$ cat src/rtl/pipe_pkg.sv
// Shared types for the elastic pipeline stage register placed on every
// IF/ID/EX/MEM/WB boundary.
package pipe_pkg;

  typedef enum logic [1:0] {
    EMPTY = 2'd0,
    ONE   = 2'd1,
    TWO   = 2'd2
  } stage_state_t;

  localparam int OCC_W = 2;

  function automatic logic [OCC_W-1:0] occ_of(input stage_state_t s);
    logic [OCC_W-1:0] n;
    n = '0;
    case (s)
      ONE:     n = 2'd1;
      TWO:     n = 2'd2;
      default: n = 2'd0;
    endcase
    return n;
  endfunction

endpackage

$ cat src/rtl/pipe_stage.sv
// Elastic valid/ready stage register with optional two-entry skid buffer,
// synchronous squash and a saturating back-pressure counter.
module pipe_stage
  import pipe_pkg::*;
#(
  parameter int WIDTH   = 128,
  parameter int SKID_EN = 1,
  parameter int CNT_W   = 32
) (
  input  logic             clk,
  input  logic             reset,
  input  logic             in_valid,
  output logic             in_ready,
  input  logic [WIDTH-1:0] in_data,
  output logic             out_valid,
  input  logic             out_ready,
  output logic [WIDTH-1:0] out_data,
  input  logic             flush,
  output logic [OCC_W-1:0] occupancy,
  output logic [CNT_W-1:0] stall_cnt
);

  stage_state_t     state_reg;
  stage_state_t     state_next;
  logic [WIDTH-1:0] main_reg;
  logic [WIDTH-1:0] main_next;
  logic [WIDTH-1:0] skid_data;
  logic [CNT_W-1:0] stall_cnt_reg;
  logic             in_fire;
  logic             out_fire;

  assign out_valid = (state_reg != EMPTY);
  assign out_data  = main_reg;
  assign occupancy = occ_of(state_reg);
  assign stall_cnt = stall_cnt_reg;
  assign in_fire   = in_valid & in_ready;
  assign out_fire  = out_valid & out_ready;

  // Shared FSM; TWO is only reachable when the skid register exists because
  // the single-register variant never accepts while full and stalled.
  always_comb begin
    state_next = state_reg;
    main_next  = main_reg;
    case (state_reg)
      EMPTY: begin
        if (in_fire) begin
          state_next = ONE;
          main_next  = in_data;
        end
      end
      ONE: begin
        if (in_fire && out_fire) begin
          main_next = in_data;
        end else if (out_fire) begin
          state_next = EMPTY;
        end else if (in_fire && (SKID_EN != 0)) begin
          state_next = TWO;
        end
      end
      TWO: begin
        if (out_fire) begin
          state_next = ONE;
          main_next  = skid_data;
        end
      end
      default: state_next = EMPTY;
    endcase
    if (flush) begin
      state_next = EMPTY;
      main_next  = '0;
    end
  end

  always_ff @(posedge clk) begin
    if (reset) begin
      state_reg <= EMPTY;
      main_reg  <= '0;
    end else begin
      state_reg <= state_next;
      main_reg  <= main_next;
    end
  end

  always_ff @(posedge clk) begin
    if (reset) begin
      stall_cnt_reg <= '0;
    end else if (out_valid && !out_ready && (stall_cnt_reg != '1)) begin
      stall_cnt_reg <= stall_cnt_reg + CNT_W'(1);
    end
  end

  generate
    if (SKID_EN != 0) begin : g_skid
      logic [WIDTH-1:0] skid_reg;
      logic             in_ready_reg;

      // in_ready is a flop so upstream never sees a path from out_ready.
      always_ff @(posedge clk) begin
        if (reset) begin
          skid_reg     <= '0;
          in_ready_reg <= 1'b1;
        end else begin
          in_ready_reg <= (state_next != TWO);
          if (flush) begin
            skid_reg <= '0;
          end else if ((state_reg == ONE) && in_fire && !out_fire) begin
            skid_reg <= in_data;
          end
        end
      end

      assign in_ready  = in_ready_reg;
      assign skid_data = skid_reg;
    end else begin : g_noskid
      assign in_ready  = !out_valid | out_ready;
      assign skid_data = '0;
    end
  endgenerate

endmodule
$ cat config.mk
export PLATFORM = sky130hd
export DESIGN_NAME = pipe_stage
export DESIGN_NICKNAME = d
export VERILOG_FILES = /design/src/rtl/pipe_pkg.sv /design/src/rtl/pipe_stage.sv
export SDC_FILE = /design/constraint.sdc
export NUM_CORES = 1
export LEC_CHECK = 0
export ABC_AREA = 1
export CAP_MARGIN = 20
export CELL_PAD_IN_SITES_DETAIL_PLACEMENT = 1
export CELL_PAD_IN_SITES_GLOBAL_PLACEMENT = 1
export CORE_ASPECT_RATIO = 1.4
export CORE_UTILIZATION = 30
export DETAILED_ROUTE_END_ITERATION = 12
export PLACE_DENSITY = 0.72
export REMOVE_ABC_BUFFERS = 1
export SETUP_SLACK_MARGIN = 0.5
export SLEW_MARGIN = 20
export SYNTH_ARGS = -nofsm -noshare
export SYNTH_HDL_FRONTEND = slang
export SYNTH_SLANG_ARGS = --single-unit
$ cat constraint.sdc
create_clock -name clk -period 2 [get_ports clk]
set_input_delay 0.3 -clock clk [delete_from_list [all_inputs] [get_ports clk]]
set_output_delay 0.3 -clock clk [all_outputs]
set_load 0.05 [all_outputs]
# ---- Word level (Yosys, flattened, before mapping)
# Cells that the tools add are included.
# Widths: inputs -> output; s select.
dict set report word_totals {
  memories 0
  in_bits 133
  ff_bits 291
  mem_bits_ro 0
  mem_bits_rw 0
  latchBits 0
}
dict set report classes {
  n_bitwise 2
  magnitude_cmp 0
  eq_ne 7
  n_mux 12
  n_addsub 1
  n_div 0
  n_mul 0
  reduce_logical 12
  shift 0
}
# op n
set op_table {}
lappend op_table {{$mux 128} 3}
lappend op_table {{$pmux 128 s3} 1}
lappend op_table {{$add 32x1->32 const B} 1}
lappend op_table {{$ne 32x32->1 const B} 1}
lappend op_table {{$mux 2} 6}
lappend op_table {{$ne 2x2->1 const B} 4}
lappend op_table {{$pmux 2 s3} 1}
lappend op_table {{$logic_and 1x1->1} 5}
lappend op_table {{$pmux 2 s2} 1}
lappend op_table {{$reduce_and 4->1} 1}
lappend op_table {{$reduce_bool 3->1} 1}
lappend op_table {{$and 1x1->1} 2}
lappend op_table {{$eq 2x1->1 const B} 1}
lappend op_table {{$eq 2x2->1 const B} 1}
lappend op_table {{$logic_not 1->1} 2}
lappend op_table {{$logic_not 2->1} 1}
lappend op_table {{$reduce_bool 2->1} 1}
lappend op_table {{$reduce_or 2->1} 1}

# ---- Depth between registers and ports, before layout
# Gate-level depths: netlist of run 1.
dict set report logic_depth {
  depth_word 7
  mapped_depth 11
}

# ---- Worst setup path after synthesis of run 1
# Ideal clock, no wire load.
dict set report synth_path {
  kind {flip-flop to flip-flop}
  from {register stall_cnt_reg[1], in the netlist stall_cnt[1]}
  to {register stall_cnt_reg[13], in the netlist stall_cnt[13]}
  path_stages_with_launch 12
  setup_ns 0.143
  arrival_time_ns 1.935
  t_required_ns 1.857
  path_buffers 1
  synth_period_minus_slack_ns 2.078
  path_slack_ns -0.078
  cell_sequence {dfxtp_1 -> ha_1 -> inv_1 -> nor2_4 -> nand2_4 -> nor2_8 -> nand2_4 -> nand2_4 -> inv_1 -> buf_2 -> nand2_1 -> a21oi_2}
}
dict set report synth_between {
  elab_chain_cells 2
}
# element line
set synth_rtl {}
lappend synth_rtl {{start: declaration} pipe_stage.sv:28} ;# logic [CNT_W-1:0] stall_cnt_reg;
lappend synth_rtl {{start signal: assignment} pipe_stage.sv:88} ;# stall_cnt_reg <= stall_cnt_reg + CNT_W'(1);
lappend synth_rtl {{parallel branches: the longest is 2 deep, another holds $add 32x1->32} n/a}
# Several ways; the timed one is not identified.
# A chain may end at the register's enable or synchronous reset.

# ---- Final worst setup path of run 1
dict set report layout_path {
  from {register state_reg[1]}
  to {output port occupancy[1]}
}
dict set report layout_between {
  elab_chain_cells 2
}
# element line
set layout_rtl {}
lappend layout_rtl {{start: declaration} pipe_stage.sv:23} ;# stage_state_t state_reg;
lappend layout_rtl {{start signal: assignment} pipe_stage.sv:79} ;# state_reg <= state_next;
lappend layout_rtl {{$eq 2x2->1 or $eq 2x1->1 (tied branches)} pipe_pkg.sv:16} ;# case (s)
lappend layout_rtl {{$pmux 2 s2 *} pipe_pkg.sv:16}
lappend layout_rtl {{end: declaration} pipe_stage.sv:19} ;# output logic [OCC_W-1:0] occupancy,
# Mark *: on every way between the ends. The rest lies on a longest branch, timed or not.

==> summary by stage, run 1 <==
Status
The run finished with clean final reports.

Global route
The layer flagged by global routing as most heavily used is met2. The first-pass GRT wire length is 71.1 mm. The number of antenna violations at the first check in global routing came to 7.

The leftover overflow at the end of global routing is 0. Global routing consumed, on the met3 layer, 3.70% of the routing resources. The total global-route track usage is 20.7%.

The number of global-route vias before repair was 13300. The met2 layer usage reported by global route is between 30 and 40%. Entering global routing, the biggest net connects 95 pins. The met1 capacity usage during global routing is between 20% and 30%.

Power
The switching power summed over all nets is 0.00367 W. The clock network fraction of total power is 44.1%. Of the total power, combinational logic draws 13.0%. Across the VDD grid, the largest voltage drop is 0.000630 V. The power density over the cells is 719 nW/um^2. The switching portion of total power is 26.5%. Registers are responsible for 42.9% of the overall power. The total leakage power is between 7 and 8 nW. The cell-internal power is 0.0102 W.

Yosys
By area the synthesized netlist is led by sky130_fd_sc_hd__dfxtp_1, sky130_fd_sc_hd__nand2_1, sky130_fd_sc_hd__a21oi_1. Sequential elements use 46.2% of the synthesized area. For this run, the number of Yosys warnings is 0.

The area fraction of the dominant cell type after synthesis is 46.2%. The async set-reset flop share out of synthesis is 0%. Of all cell types, the one taking the most synthesized area is sky130_fd_sc_hd__dfxtp_1.

The most instantiated flip-flop cell in the synthesis netlist is sky130_fd_sc_hd__dfxtp_1. In the synthesized netlist, the number of instances is 1781. The cell with the most instances after synthesis is sky130_fd_sc_hd__nand2_1. The average instance in the mapped netlist occupies approximately 7 um^2. The netlist uses 25 different library cells. In this run, synthesis inferred 0 flip-flops with an integrated enable.

Ranked by instance count, the synthesized netlist is headed by sky130_fd_sc_hd__nand2_1, sky130_fd_sc_hd__dfxtp_1, sky130_fd_sc_hd__a21oi_1. The synthesized netlist occupies a cell area of 12600 um^2. In this run, synthesis produced a sequential element count of 291.

Clock network
Clock-pin slew was measured on the worst setup and hold paths at around 0.070 ns. For the worst-skew pair, the clock arrives at the later sink with an insertion delay of 0.57 ns. In this run the number of H-tree levels came out at 1.

Clock tree synthesis inserted a total of 31 buffers. The number of hold buffers added after CTS was 0. The number of buffers on the longest clock path is 3. The clock drives 291 sinks.

The root buffer cell is sky130_fd_sc_hd__clkbuf_16. TritonCTS built the clock tree.

Final layout
The post-route non-filler standard cell count is 2692. The post-route netlist has between 20% and 30% of its cells at a drive strength greater than 1. The final layout net count is about 2300. The final non-filler cell area is 19300 um^2. From synthesis to final layout, the design area changed by 53.1%.

Worst setup path
For the worst setup path, the data required time is 1.70 ns. The sort of element at the start of the critical path is a flip-flop. The number of buffers and inverters on the critical path is 2.

Walking the worst path, the cells encountered are inv_4 > nor2_4 > buf_8. The path type of the worst setup path is reg -> out. The largest fanout on the critical path is 5. The arrival time at the worst endpoint is 1.42 ns. On the worst path, the slowest cell contributes a delay of 0.37 ns. The cell at the slowest stage of the critical path is sky130_fd_sc_hd__dfxtp_4.

The kind of end point of the critical path is an output pin. The gate family responsible for the most delay along the worst path is flip-flops.

Detailed routing
Summed over all layers, the routed wires come to 52.7 mm. Once detail routing completed, the nets flagged for antenna violations numbered 0. The routed via count divided by cell count is 5.13.

The detailed router finished its first iteration with 598 violations. Before antenna repair, the detailed router went through 5 iterations. Detailed routing inserted a total of 13800 vias. In the routed design, unresolved DRC markers number 0. The detail-routed net length per standard cell is 19.6 um.

Placed design
The final weighted congestion in routability-driven placement is 0.891. The number of placed instances, taps included, is 2538. Buffers placed on the I/O ports in this run total about 300. Prior to clock tree synthesis, the placed netlist has a worst setup slack of 0.0172 ns. The area of placed instances is 16400 um^2.

The detailed placement HPWL is 30.4 mm.

Floorplanning
The top-level port count is 297. The floorplan has 88 rows. Measured along the y axis, the die boundary spans 245 um. The x dimension of the die is 175 um. The total area inside the core boundary comes to 41300 um^2.

The initial cell density of the core is a little under a third. The area of the die is 42800 um^2.

Timing
For this run, the top clock speed supported by timing is 0.582 GHz. At the pin with the least slew margin, the transition time is around 0.41 ns. The final critical-path share of the clock period is between 80% and 90%. Setup violations remaining at the end of the flow were counted as 0.

The number of hold-slack violations in the final timing report came to 0. The clock period could shrink to 1.72 ns. Setup repair after global routing could not meet its margin everywhere. The worst clock skew is 0.0101 ns. The max-slew headroom at the worst pin is 72.7%. In the post-route analysis, the smallest setup slack over all paths is ~0.28 ns.

The total count of max-transition violations in the final report is 0.

Min path
The classification of the worst-slack hold path is in -> reg.

Flow run
The tool flagged a number of max-cap violations equal to 0.
through the flow:
stage | power (W) | TNS (ns) | hold slack, ns | util [%]
3_3_place_gp | 0.00768 | 0 | 0.432 | 39.8
4_1_cts | 0.0138 | 0 | 0.353 | 42.5
6_report | 0.0139 | 0 | 0.386 | 46.7
2_1_floorplan | 0.00691 | -1398.99 | 0.362 | -
3_5_place_dp | 0.00771 | 0 | 0.440 | 39.8
5_1_grt | 0.0144 | 0 | 0.382 | 46.7
logic make-up (layout without fill, tap and decap cells):
family	count (synthesis)	count (layout)	synth area share, %
buffers and inverters	301	667	9.51
and+or+nand+nor	633	634	21.1
xor gates and xnor gates	14	14	0.973
adders and majority gates	1	1	0.0993
AOI/OAI and AO/OA	541	541	22.1
DFF	291	291	46.2
other	0	4	0
cell type report:
type	count	area, um^2
repair inverters	2	17.5
repair buffers	441	4770
well taps	540	676
diodes	4	10.0
fillers	4944	22000
clock inverters	16	164
flip-flops and latches	291	5920
inverters	166	643
clock buffers	42	917
multi-input cells	1190	6180
layer usage:
metal / vias to the layer above / wire [um]
li1: 6516 / -
met1: 6776 / 20600
met2: 366 / 27100
met3: 134 / 2370
met4: 6 / 2510
met5: - / 40
worst reg2reg max path, stage by stage, from the launching register on:
cell and delay (ns):
sky130_fd_sc_hd__dfxtp_4 0.37, sky130_fd_sc_hd__ha_4 0.16, sky130_fd_sc_hd__inv_4 0.05, sky130_fd_sc_hd__nor2_4 0.12
sky130_fd_sc_hd__nand2_4 0.09, sky130_fd_sc_hd__nor2_8 0.14, sky130_fd_sc_hd__nand2_8 0.09, sky130_fd_sc_hd__nand2_8 0.11
sky130_fd_sc_hd__inv_1 0.08, sky130_fd_sc_hd__buf_12 0.17, sky130_fd_sc_hd__nand2_1 0.10, sky130_fd_sc_hd__a21oi_2 0.06
power by group through the flow:
| stage | registers (W) | clock network [W] | logic [W] |
|---|---|---|---|
| 2_1_floorplan | 0.00639 | 0 | 0.000520 |
| 3_3_place_gp | 0.00610 | 0 | 0.00158 |
| 3_5_place_dp | 0.00610 | 0 | 0.00161 |
| 4_1_cts | 0.00597 | 0.00626 | 0.00160 |
| 5_1_grt | 0.00596 | 0.00649 | 0.00192 |
| 6_report | 0.00596 | 0.00612 | 0.00180 |
path summary, 6_finish.rpt:
kind              cells after the start  slack, ns            startpoint                    to
setup / recovery                      3       0.28          state_reg[1]          occupancy[1]
hold / removal                        3       0.39          in_data[125]  g_skid.skid_reg[125]
setup reg to reg                     11       0.31          stall_cnt[1]         stall_cnt[13]
hold reg to reg                       2       0.45  g_skid.skid_reg[107]  g_skid.skid_reg[107]
layout by cell type (no fill, tap or decap), drive strengths merged:
| master | instances |
|---|---|
| bufinv | 3 |
| ha | 1 |
| clkdlybuf4s50 | 132 |
| clkinv | 12 |
| dfxtp | 291 |
| nor2 | 78 |
| a21oi | 280 |
| diode | 4 |
| inv | 167 |
| xnor2 | 5 |
| clkbuf | 70 |
| nand2 | 405 |
| clkinvlp | 2 |
| o21ai | 261 |
| nor3 | 4 |
| buf | 281 |
| nand3 | 141 |
| xor2 | 9 |
| nand4 | 6 |
timing repair:
item,4_1_cts,5_1_grt
endpoints found under the hold margin,0,0
pin swaps,5,78
setup endpoints to repair,443,319
buffers inserted,11,50
resized for setup,1027,314
gates cloned,0,31
(Power assumes the default switching activity.)
==> inputs of run 2 (changes only) <==
--- a/config.mk
+++ b/config.mk
@@ -11,6 +11,7 @@
 export CELL_PAD_IN_SITES_GLOBAL_PLACEMENT = 1
 export CORE_ASPECT_RATIO = 1.4
 export CORE_UTILIZATION = 30
+export CTS_CLUSTER_DIAMETER = 120
 export DETAILED_ROUTE_END_ITERATION = 12
 export PLACE_DENSITY = 0.72
 export REMOVE_ABC_BUFFERS = 1
==> results of run 2 <==
No change in the layout: final DEF, timing and power equal those of run 1.
==> inputs of run 3 (changes only) <==
--- a/config.mk
+++ b/config.mk
@@ -5,15 +5,14 @@
 export SDC_FILE = /design/constraint.sdc
 export NUM_CORES = 1
 export LEC_CHECK = 0
-export ABC_AREA = 1
 export CAP_MARGIN = 20
 export CELL_PAD_IN_SITES_DETAIL_PLACEMENT = 1
 export CELL_PAD_IN_SITES_GLOBAL_PLACEMENT = 1
-export CORE_ASPECT_RATIO = 1.4
 export CORE_UTILIZATION = 30
+export CTS_BUF_LIST = sky130_fd_sc_hd__clkbuf_4
 export CTS_CLUSTER_DIAMETER = 120
 export DETAILED_ROUTE_END_ITERATION = 12
-export PLACE_DENSITY = 0.72
+export PLACE_DENSITY = 0.71
 export REMOVE_ABC_BUFFERS = 1
 export SETUP_SLACK_MARGIN = 0.5
 export SLEW_MARGIN = 20
==> run 3 against run 2 <==
The run now ends with negative setup slack left. Sequential share of layout area fell by 0.11 points. Power up 1.6%. Via count is 6.5% lower. Combinational power increased by 24%. Non-clock buffer count up 35. Register-to-register slack worse by 0.36 ns. Final area up 2.8%. Critical path depth increased by 7. Flip-flop and latch count is the same. Critical endpoint is now out_data[32]. Largest cell class is now registers. Largest power group is now registers.
==> summary by stage, run 3 <==
Clock network
The clock slew at the register clock pins of the worst setup and hold paths is 0.07 ns (about the same). The maximum level of the CTS H-tree is 3 (was 1). The root buffer cell is sky130_fd_sc_hd__clkbuf_4 (was sky130_fd_sc_hd__clkbuf_16). The number of buffers on the longest clock path is 3 (unchanged).

The clock insertion delay at the later pin of the skew report came to 0.79 ns (was 0.57 ns). The clock tree from TritonCTS is built (unchanged). The clock buffer count from CTS is 83 (was 31). The number of clock sinks seen by CTS is 291 (unchanged).

Global route
The number of global-route vias before repair is 13600 (was 13300). The number of antenna violations at the first check in global routing is 7 (unchanged). The leftover overflow at the end of global routing is 0 (unchanged). The met3 usage in global routing came to 6.58% (was 3.70%). The global-route layer with the greatest usage is met2 (unchanged). The met2 layer usage reported by global route is 40.8% (was 37.2%).

The total global-route track usage was 24.0% (was 20.7%). The met1 capacity usage during global routing is 27.5% (was 23.2%). The first-pass GRT wire length was 73.6 mm (was 71.1 mm). The maximum number of pins on one net before global-route repair is 83 (was 95).

Min path
The launch instance of the worst min-delay path is in_data[5] (was in_data[125]). The worst min-delay path endpoint is g_skid.skid_reg[5] (was g_skid.skid_reg[125]). The worst hold path cell count is 3 (unchanged). The classification of the worst-slack hold path is in -> reg (unchanged).

Worst setup path
The largest fanout on the critical path was 7 (was 5). The arrival time at the worst endpoint came to 2.72 ns (was 1.42 ns). The startpoint of the worst setup timing path is state_reg[0] (was state_reg[1]).

The minimum setup slack among reg-to-reg paths is -0.05 ns (was 0.31 ns). The kind of end point of the critical path was a flip-flop (was output pin). The launch instance of the worst register-to-register path is state_reg[0] (was stall_cnt[1]).

The endpoint of the worst-slack reg-to-reg timing path is out_data[32] (was stall_cnt[13]). The data required time of the worst path came to 2.67 ns (was 1.70 ns). The path type of the worst setup path is reg -> reg (was reg -> out). The sort of element at the start of the critical path is a flip-flop (unchanged). The number of cells traversed by the worst register-to-register path is 10 (was 11).

Detailed routing
The number of detailed-route iterations in the first pass came to 4 (was 5). The DRC marker count from the first detailed-route iteration came to 500 (was 598). The wire length reported by the detailed router came to 51.0 mm (was 52.7 mm). The total DRC errors in the routed layout is 0 (unchanged). The vias after detailed routing came to 12900 (was 13800). The detail-routed net length per standard cell came to 20.4 um (was 19.6 um). The antenna violation net count after detailed routing is 0 (unchanged).

The routed via count divided by cell count is 5.16 (was 5.13).

Final layout
The most common library cell in the layout ignoring fill and taps is sky130_fd_sc_hd__nand2_1 (unchanged). The final non-filler cell area is 19800 um^2 (was 19300 um^2). Highest-count cells in the layout ignoring fill and taps: sky130_fd_sc_hd__nand2_1, sky130_fd_sc_hd__buf_8, sky130_fd_sc_hd__dfxtp_1, sky130_fd_sc_hd__dfxtp_2 (was sky130_fd_sc_hd__nand2_1, sky130_fd_sc_hd__dfxtp_1, sky130_fd_sc_hd__a21oi_1, sky130_fd_sc_hd__buf_4, sky130_fd_sc_hd__inv_1).

The final layout net count was 2054 (was 2257). The fill cell total of the finished layout is 4308 (was 4944). The layout cell share with drive strength beyond 1 is 39.4% (was 27.4%).

The area growth from synthesis to final layout came to 70.5% (was 53.1%).

Timing
The final worst-path setup slack is -0.0453 ns (was 0.282 ns). The number of hold-slack violations in the final timing report came to 0 (unchanged). The time the worst path needs with I/O delays and setup is 2.05 ns (was 1.72 ns). The final number of setup-violating endpoints is 20 (was 0). The worst clock skew is 0.0592 ns (was 0.0101 ns). The final critical-path share of the clock period is 102% (was 85.9%). The transition time at the pin with the least slew margin came to 0.587 ns (was 0.409 ns). The total count of max-transition violations in the final report is 0 (unchanged).

The timing-limited maximum frequency was 0.489 GHz (was 0.582 GHz). RSZ-0062 raised after global routing: yes (unchanged). The max-slew headroom at the worst pin was 60.7% (was 72.7%).

Power
The total leakage power is 7.64 nW (was 7.44 nW). The power density over the cells came to 710 nW/um^2 (was 719 nW/um^2). The overall power of the completed layout came to 0.0141 W (was 0.0139 W). The worst vdd rail ir drop is 0.000476 V (was 0.000630 V).

Placed design
The number of buffers added on ports is 296 (unchanged). The final weighted congestion in routability-driven placement came to 0.822 (was 0.891). The detailed placement HPWL was 26.7 mm (was 30.4 mm). The area of placed instances is 15700 um^2 (was 16400 um^2).

Yosys
Synth top area cells: sky130_fd_sc_hd__dfxtp_1, sky130_fd_sc_hd__nand2_1, sky130_fd_sc_hd__a311oi_1 (was sky130_fd_sc_hd__dfxtp_1, sky130_fd_sc_hd__nand2_1, sky130_fd_sc_hd__a21oi_1). The most instantiated flip-flop cell in the synthesis netlist is sky130_fd_sc_hd__dfxtp_1 (unchanged). The post-synthesis cell type count is 51 (was 25). The post-synthesis average cell area is 7.85 um^2 (was 7.08 um^2). The count of yosys warnings during synthesis is 0 (unchanged). The total standard cell area after synthesis is 11600 um^2 (was 12600 um^2).

The number of flops mapped to enable cells by yosys is 0 (unchanged). Top cells by count, synth: sky130_fd_sc_hd__nand2_1, sky130_fd_sc_hd__dfxtp_1, sky130_fd_sc_hd__nor2_1 (was sky130_fd_sc_hd__nand2_1, sky130_fd_sc_hd__dfxtp_1, sky130_fd_sc_hd__a21oi_1). The number of flip-flops and latches in the synthesized netlist is 291 (unchanged). The gate count of the mapped netlist is 1482 (was 1781). The async set-reset flop share out of synthesis was 0% (unchanged). The area fraction of the dominant cell type after synthesis is 50.1% (was 46.2%). The cell with the most instances after synthesis is sky130_fd_sc_hd__nand2_1 (unchanged). The sequential element share of the synthesized area is 50.1% (was 46.2%). The post-synthesis cell type with the largest combined area is sky130_fd_sc_hd__dfxtp_1 (unchanged).

Floorplanning
The x dimension of the die is 199 um (was 175 um). The initial cell density of the core is 30.7% (was 30.5%). The top-level port count is 297 (unchanged). The total number of placement rows is 71 (was 88). The placeable core area is 37900 um^2 (was 41300 um^2).

The floorplan die height was 199 um (was 245 um). The area of the die was 39600 um^2 (was 42800 um^2).

Status
The final reports fail on negative setup slack. Status: finished with violations (was finished clean).

Flow run
The reported max-cap violation count is 0 (unchanged).
==> run 3: cell types whose count changed in the layout (fill, tap and decap cells not counted), sizes merged, moves of 119 or more <==
cell,before,now
o21ai,261,8
nand3,141,6
a311oi,0,128
a21oi,280,143
inv,167,6
nand2,405,524
==> run 3: through the flow <==
| stage | hold slack [ns] | worst slack [ns] | utilization (%) | setup TNS, ns | std cells |
|---|---|---|---|---|---|
| final | 0.108 | -0.0453 | 52.3 | -0.415 | 2500 |
| after detailed placement | 0.446 | -0.393 | 41.4 | -39.76 | 2251 |
| after floorplan | 0.369 | -13.64 | - | -2232.82 | 1359 |
| after global routing | 0.0434 | -0.128 | 52.3 | -4.94 | 2500 |
| after CTS | 0.0281 | -0.0916 | 50.0 | -0.693 | 2464 |
| after global placement | 0.441 | -0.346 | 41.4 | -33.15 | 2251 |
==> run 3: what timing repair did <==
item,4_1_cts,5_1_grt
gates resized for setup,1480,97
hold endpoints to repair,0,0
pin swaps,77,82
hold buffers,0,0
setup buffers,56,16
gates cloned,10,13
endpoints found under the setup margin,452,454
==> run 3: final cells by class <==
cell class	count	area, um^2	area share (%)
Multi-Input combinational cell	1065	6000	30.2
Antenna cell	7	17.5	0.0883
Timing Repair Buffer	476	6030	30.4
Clock buffer	126	946	4.77
Sequential cell	291	6060	30.6
Inverter	3	23.8	0.120
Clock inverter	21	118	0.593
Tap cell	511	639	3.22
==> run 3: power breakdown <==
part	switching, W	total [W]	internal [W]
registers	0.000138	0.00608	0.00594
clock network	0.00277	0.00577	0.00300
logic	0.00121	0.00224	0.00104
==> run 3: how the worst max path moves through the flow <==
stage | end | slack, ns | cells past startpoint
floorplan | out_data[0] | -13.64 | 3
global placement | stall_cnt[19] | -0.35 | 7
detailed placement | stall_cnt[19] | -0.39 | 7
CTS | occupancy[1] | -0.09 | 5
global route | occupancy[1] | -0.13 | 5
finish | out_data[32] | -0.05 | 10
==> run 3: critical path, stage by stage (launching register included) <==
cell and delay, ns:
sky130_fd_sc_hd__dfxtp_2 0.33, sky130_fd_sc_hd__buf_6 0.12, sky130_fd_sc_hd__buf_4 0.14, sky130_fd_sc_hd__and2b_2 0.21, sky130_fd_sc_hd__o31ai_4 0.33, sky130_fd_sc_hd__buf_6 0.18, sky130_fd_sc_hd__buf_16 0.17, sky130_fd_sc_hd__buf_12 0.12
sky130_fd_sc_hd__clkbuf_16 0.13, sky130_fd_sc_hd__nor2_1 0.04, sky130_fd_sc_hd__a311oi_1 0.19
==> run 3: cells by family after synthesis <==
group / synth area share [%]
simple gates: 26.1
mux: 0.366
compound gates: 17.7
flops: 50.1
xor+xnor: 1.05
buf+inv: 4.55
fa+ha+maj: 0.108
==> run 3: layer usage <==
layer / wire (um) / share of wire (%)
met1: 20700 / 41
met2: 25700 / 50
met3: 2830 / 5.6
met4: 1730 / 3.4
met5: 13 / 0.025
==> edit: new RTL, settings of run 2 <==
The 3 states of `stage_state_t` get a one-hot encoding in 3 bits.
--- a/src/rtl/pipe_pkg.sv
+++ b/src/rtl/pipe_pkg.sv
@@ -4,6 +4,6 @@
 
-  typedef enum logic [1:0] {
-    EMPTY = 2'd0,
-    ONE   = 2'd1,
-    TWO   = 2'd2
+  typedef enum logic [2:0] {
+    EMPTY = 3'b001,
+    ONE   = 3'b010,
+    TWO   = 3'b100
   } stage_state_t;
Behaviour: same outputs for any inputs over 4 cycles, from zero or initial values and one cycle with reset high; so few cycles prove little.
==> edit against run 2 <==
- sequential share of layout area fell by 0.36 points
- sequential cell count rose by 1
- cell area rose by 0.97%
- routed wire length rose by 0.74%
- synthesized area rose by 6.5%
- first-iteration DRC count fell by 20%
- total power rose by 5.1%
- hold slack improved by 0.020 ns
- setup slack got worse by 0.073 ns
- largest power group unchanged
==> edit: results (changes against run 2) <==
The run finished with clean final reports. The peak ir drop on the vdd network is 575 uV (-8.8%), and the total routing usage reported by global routing is 0.210 (+0.00298). The yosys synthesis warning count is 0 (unchanged), and the number of antenna violations at the first check in global routing is 1 (-6). The logs give 116 (+22%) for the largest net degree at the start of global routing and 0.813 (-8.7%) for the global placer's final weighted congestion. The starting DRC count in detailed routing was 479 (-20%). The logs give -0.0761 ns (-0.0934 ns) for the setup slack at placement and 4 (-1) for the length of the first detailed-routing pass in iterations. The tools report the leakage power figure as 8.90 nW (+20%).

The run gives 2 (+1) as the H-tree depth. The final routed wire length divided by cell count was 17.5 microns (-11%); the clock buffer count from CTS was 36 (+16%). The post-layout net count was 2586 (+15%); the sequential-to-total area share from yosys stat was 0.435 (-0.0269). The clock edge transition at the registers on the reported setup and hold paths was 0.06 ns; the fill cell total of the finished layout was 5552 (+12%). Endpoint arrival time on the critical path: 1.49 ns (+0.07 ns). For the via count, the log shows 14500 (+4.8%). The dominant register cell in the synthesized netlist was sky130_fd_sc_hd__dfxtp_1. The maximum clock insertion buffer count came out at 3 (unchanged). By area the synthesized netlist is led by sky130_fd_sc_hd__dfxtp_1, sky130_fd_sc_hd__nand2_1, sky130_fd_sc_hd__nor2_1. For the via count of the first global-routing pass, the log shows 14700 (+11%). The path class of the tightest hold or removal check is in2reg.

The share of synthesized flip-flops with an asynchronous set or reset was 0 (unchanged); the share of post-route cells with drive strength above 1 was 0.202 (-0.0723). The total half-perimeter wirelength after legalization and detailed placement was 32100 microns (+5.5%). The tools report the number of library cell types mapped by synthesis as 30 (+20%). Setup skew after layout: 0.0247 ns (+0.0146 ns).

The placed instance area was 17300 sq um (+5.0%). The largest fanout on the critical path works out to 4 (-1). The largest individual stage delay along the critical path comes from the cell sky130_fd_sc_hd__dfxtp_4. Clock root buffer: sky130_fd_sc_hd__clkbuf_16.

The run gives 0.622 (-0.105) as the relative slew slack. Number of I/O port buffers: 296 (unchanged). The wire length of the first global-routing pass is 76600 microns (+7.7%), and the final hold violation count is 0 (unchanged). The delay contributed by the slowest stage of the critical path works out to 0.37 ns (about the same).

The run gives 0.54 ns (-0.03 ns) as the clock latency of the later-clocked register in the worst-skew pair. By count the netlist is led by sky130_fd_sc_hd__nand2_1, sky130_fd_sc_hd__nor2_1, sky130_fd_sc_hd__dfxtp_1. The tools report the sum of negative setup slack as 0 ns (unchanged). Area of the multi-input gates: 6830 sq um (+11%).
## edit: power by group
part	leakage, nW	switching (mW)	internal, mW
Sequential	2.38	0.0832	5.94
Combinational	5.96	1.36	0.797
Clock	0.552	2.62	3.78
## edit: kinds of logic (layout without fill, tap and decap cells)
group	count (synthesis)	count (layout)	share of synthesized area
flip-flops	292	292	0.435
other	0	1	0
adder cells (fa/ha/maj)	1	1	0.000932
XOR/XNOR	13	13	0.00848
buffers and inverters	327	668	0.0987
AND/OR/NAND/NOR	1263	1263	0.363
AO/OA/AOI/OAI	235	235	0.0934
## edit: metal layers
layer | routed length (microns) | share of wire | up-vias | global-route usage
li1 | - | - | 7058 | -
met1 | 20900 | 0.39 | 6993 | 0.230
met2 | 27500 | 0.52 | 309 | 0.387
met3 | 2550 | 0.048 | 99 | 0.0388
met4 | 2110 | 0.040 | 0 | 0.0999
met5 | 0 | 0 | - | 0
## edit: timing repair
item,CTS,global route
setup endpoints to repair,382,304
gates cloned,5,17
gates resized for setup,948,232
setup buffers,16,14
pin swaps,19,26
## edit: stage by stage
stage               total power, mW  std cells  hold WS [ns]
floorplan                      7.48       2012         0.362
global placement               8.10       2920         0.432
detailed placement             8.15       2920         0.441
CTS                            14.6       2999         0.397
global route                   15.2       3031         0.414
finish                         14.6       3031         0.405
## edit: final timing paths
check | startpoint | to | slack [ns] | cells after the start
hold reg to reg | g_skid.skid_reg[84] | g_skid.skid_reg[84] | 0.45 | 2
setup reg to reg | state_reg[2] | out_data[118] | 0.30 | 10
setup / recovery | state_reg[0] | occupancy[1] | 0.21 | 6
hold / removal | in_data[54] | g_skid.skid_reg[54] | 0.41 | 3
## edit: worst max-delay path: cells and delay by family (launching register included)
kind | cells | cell delay, ns
and+or+nand+nor | 1 | 0.07
DFF | 1 | 0.37
buffers and inverters | 5 | 0.50
## edit: final cells by class
cell class              count  share of cell area
multi-input cells        1512               0.350
flip-flops and latches    292               0.303
repair buffers            399               0.207
clock buffers              50              0.0520
inverters                 208              0.0426
well taps                 558              0.0358
clock inverters             8             0.00559
repair inverters            3             0.00308
diodes                      1            0.000128
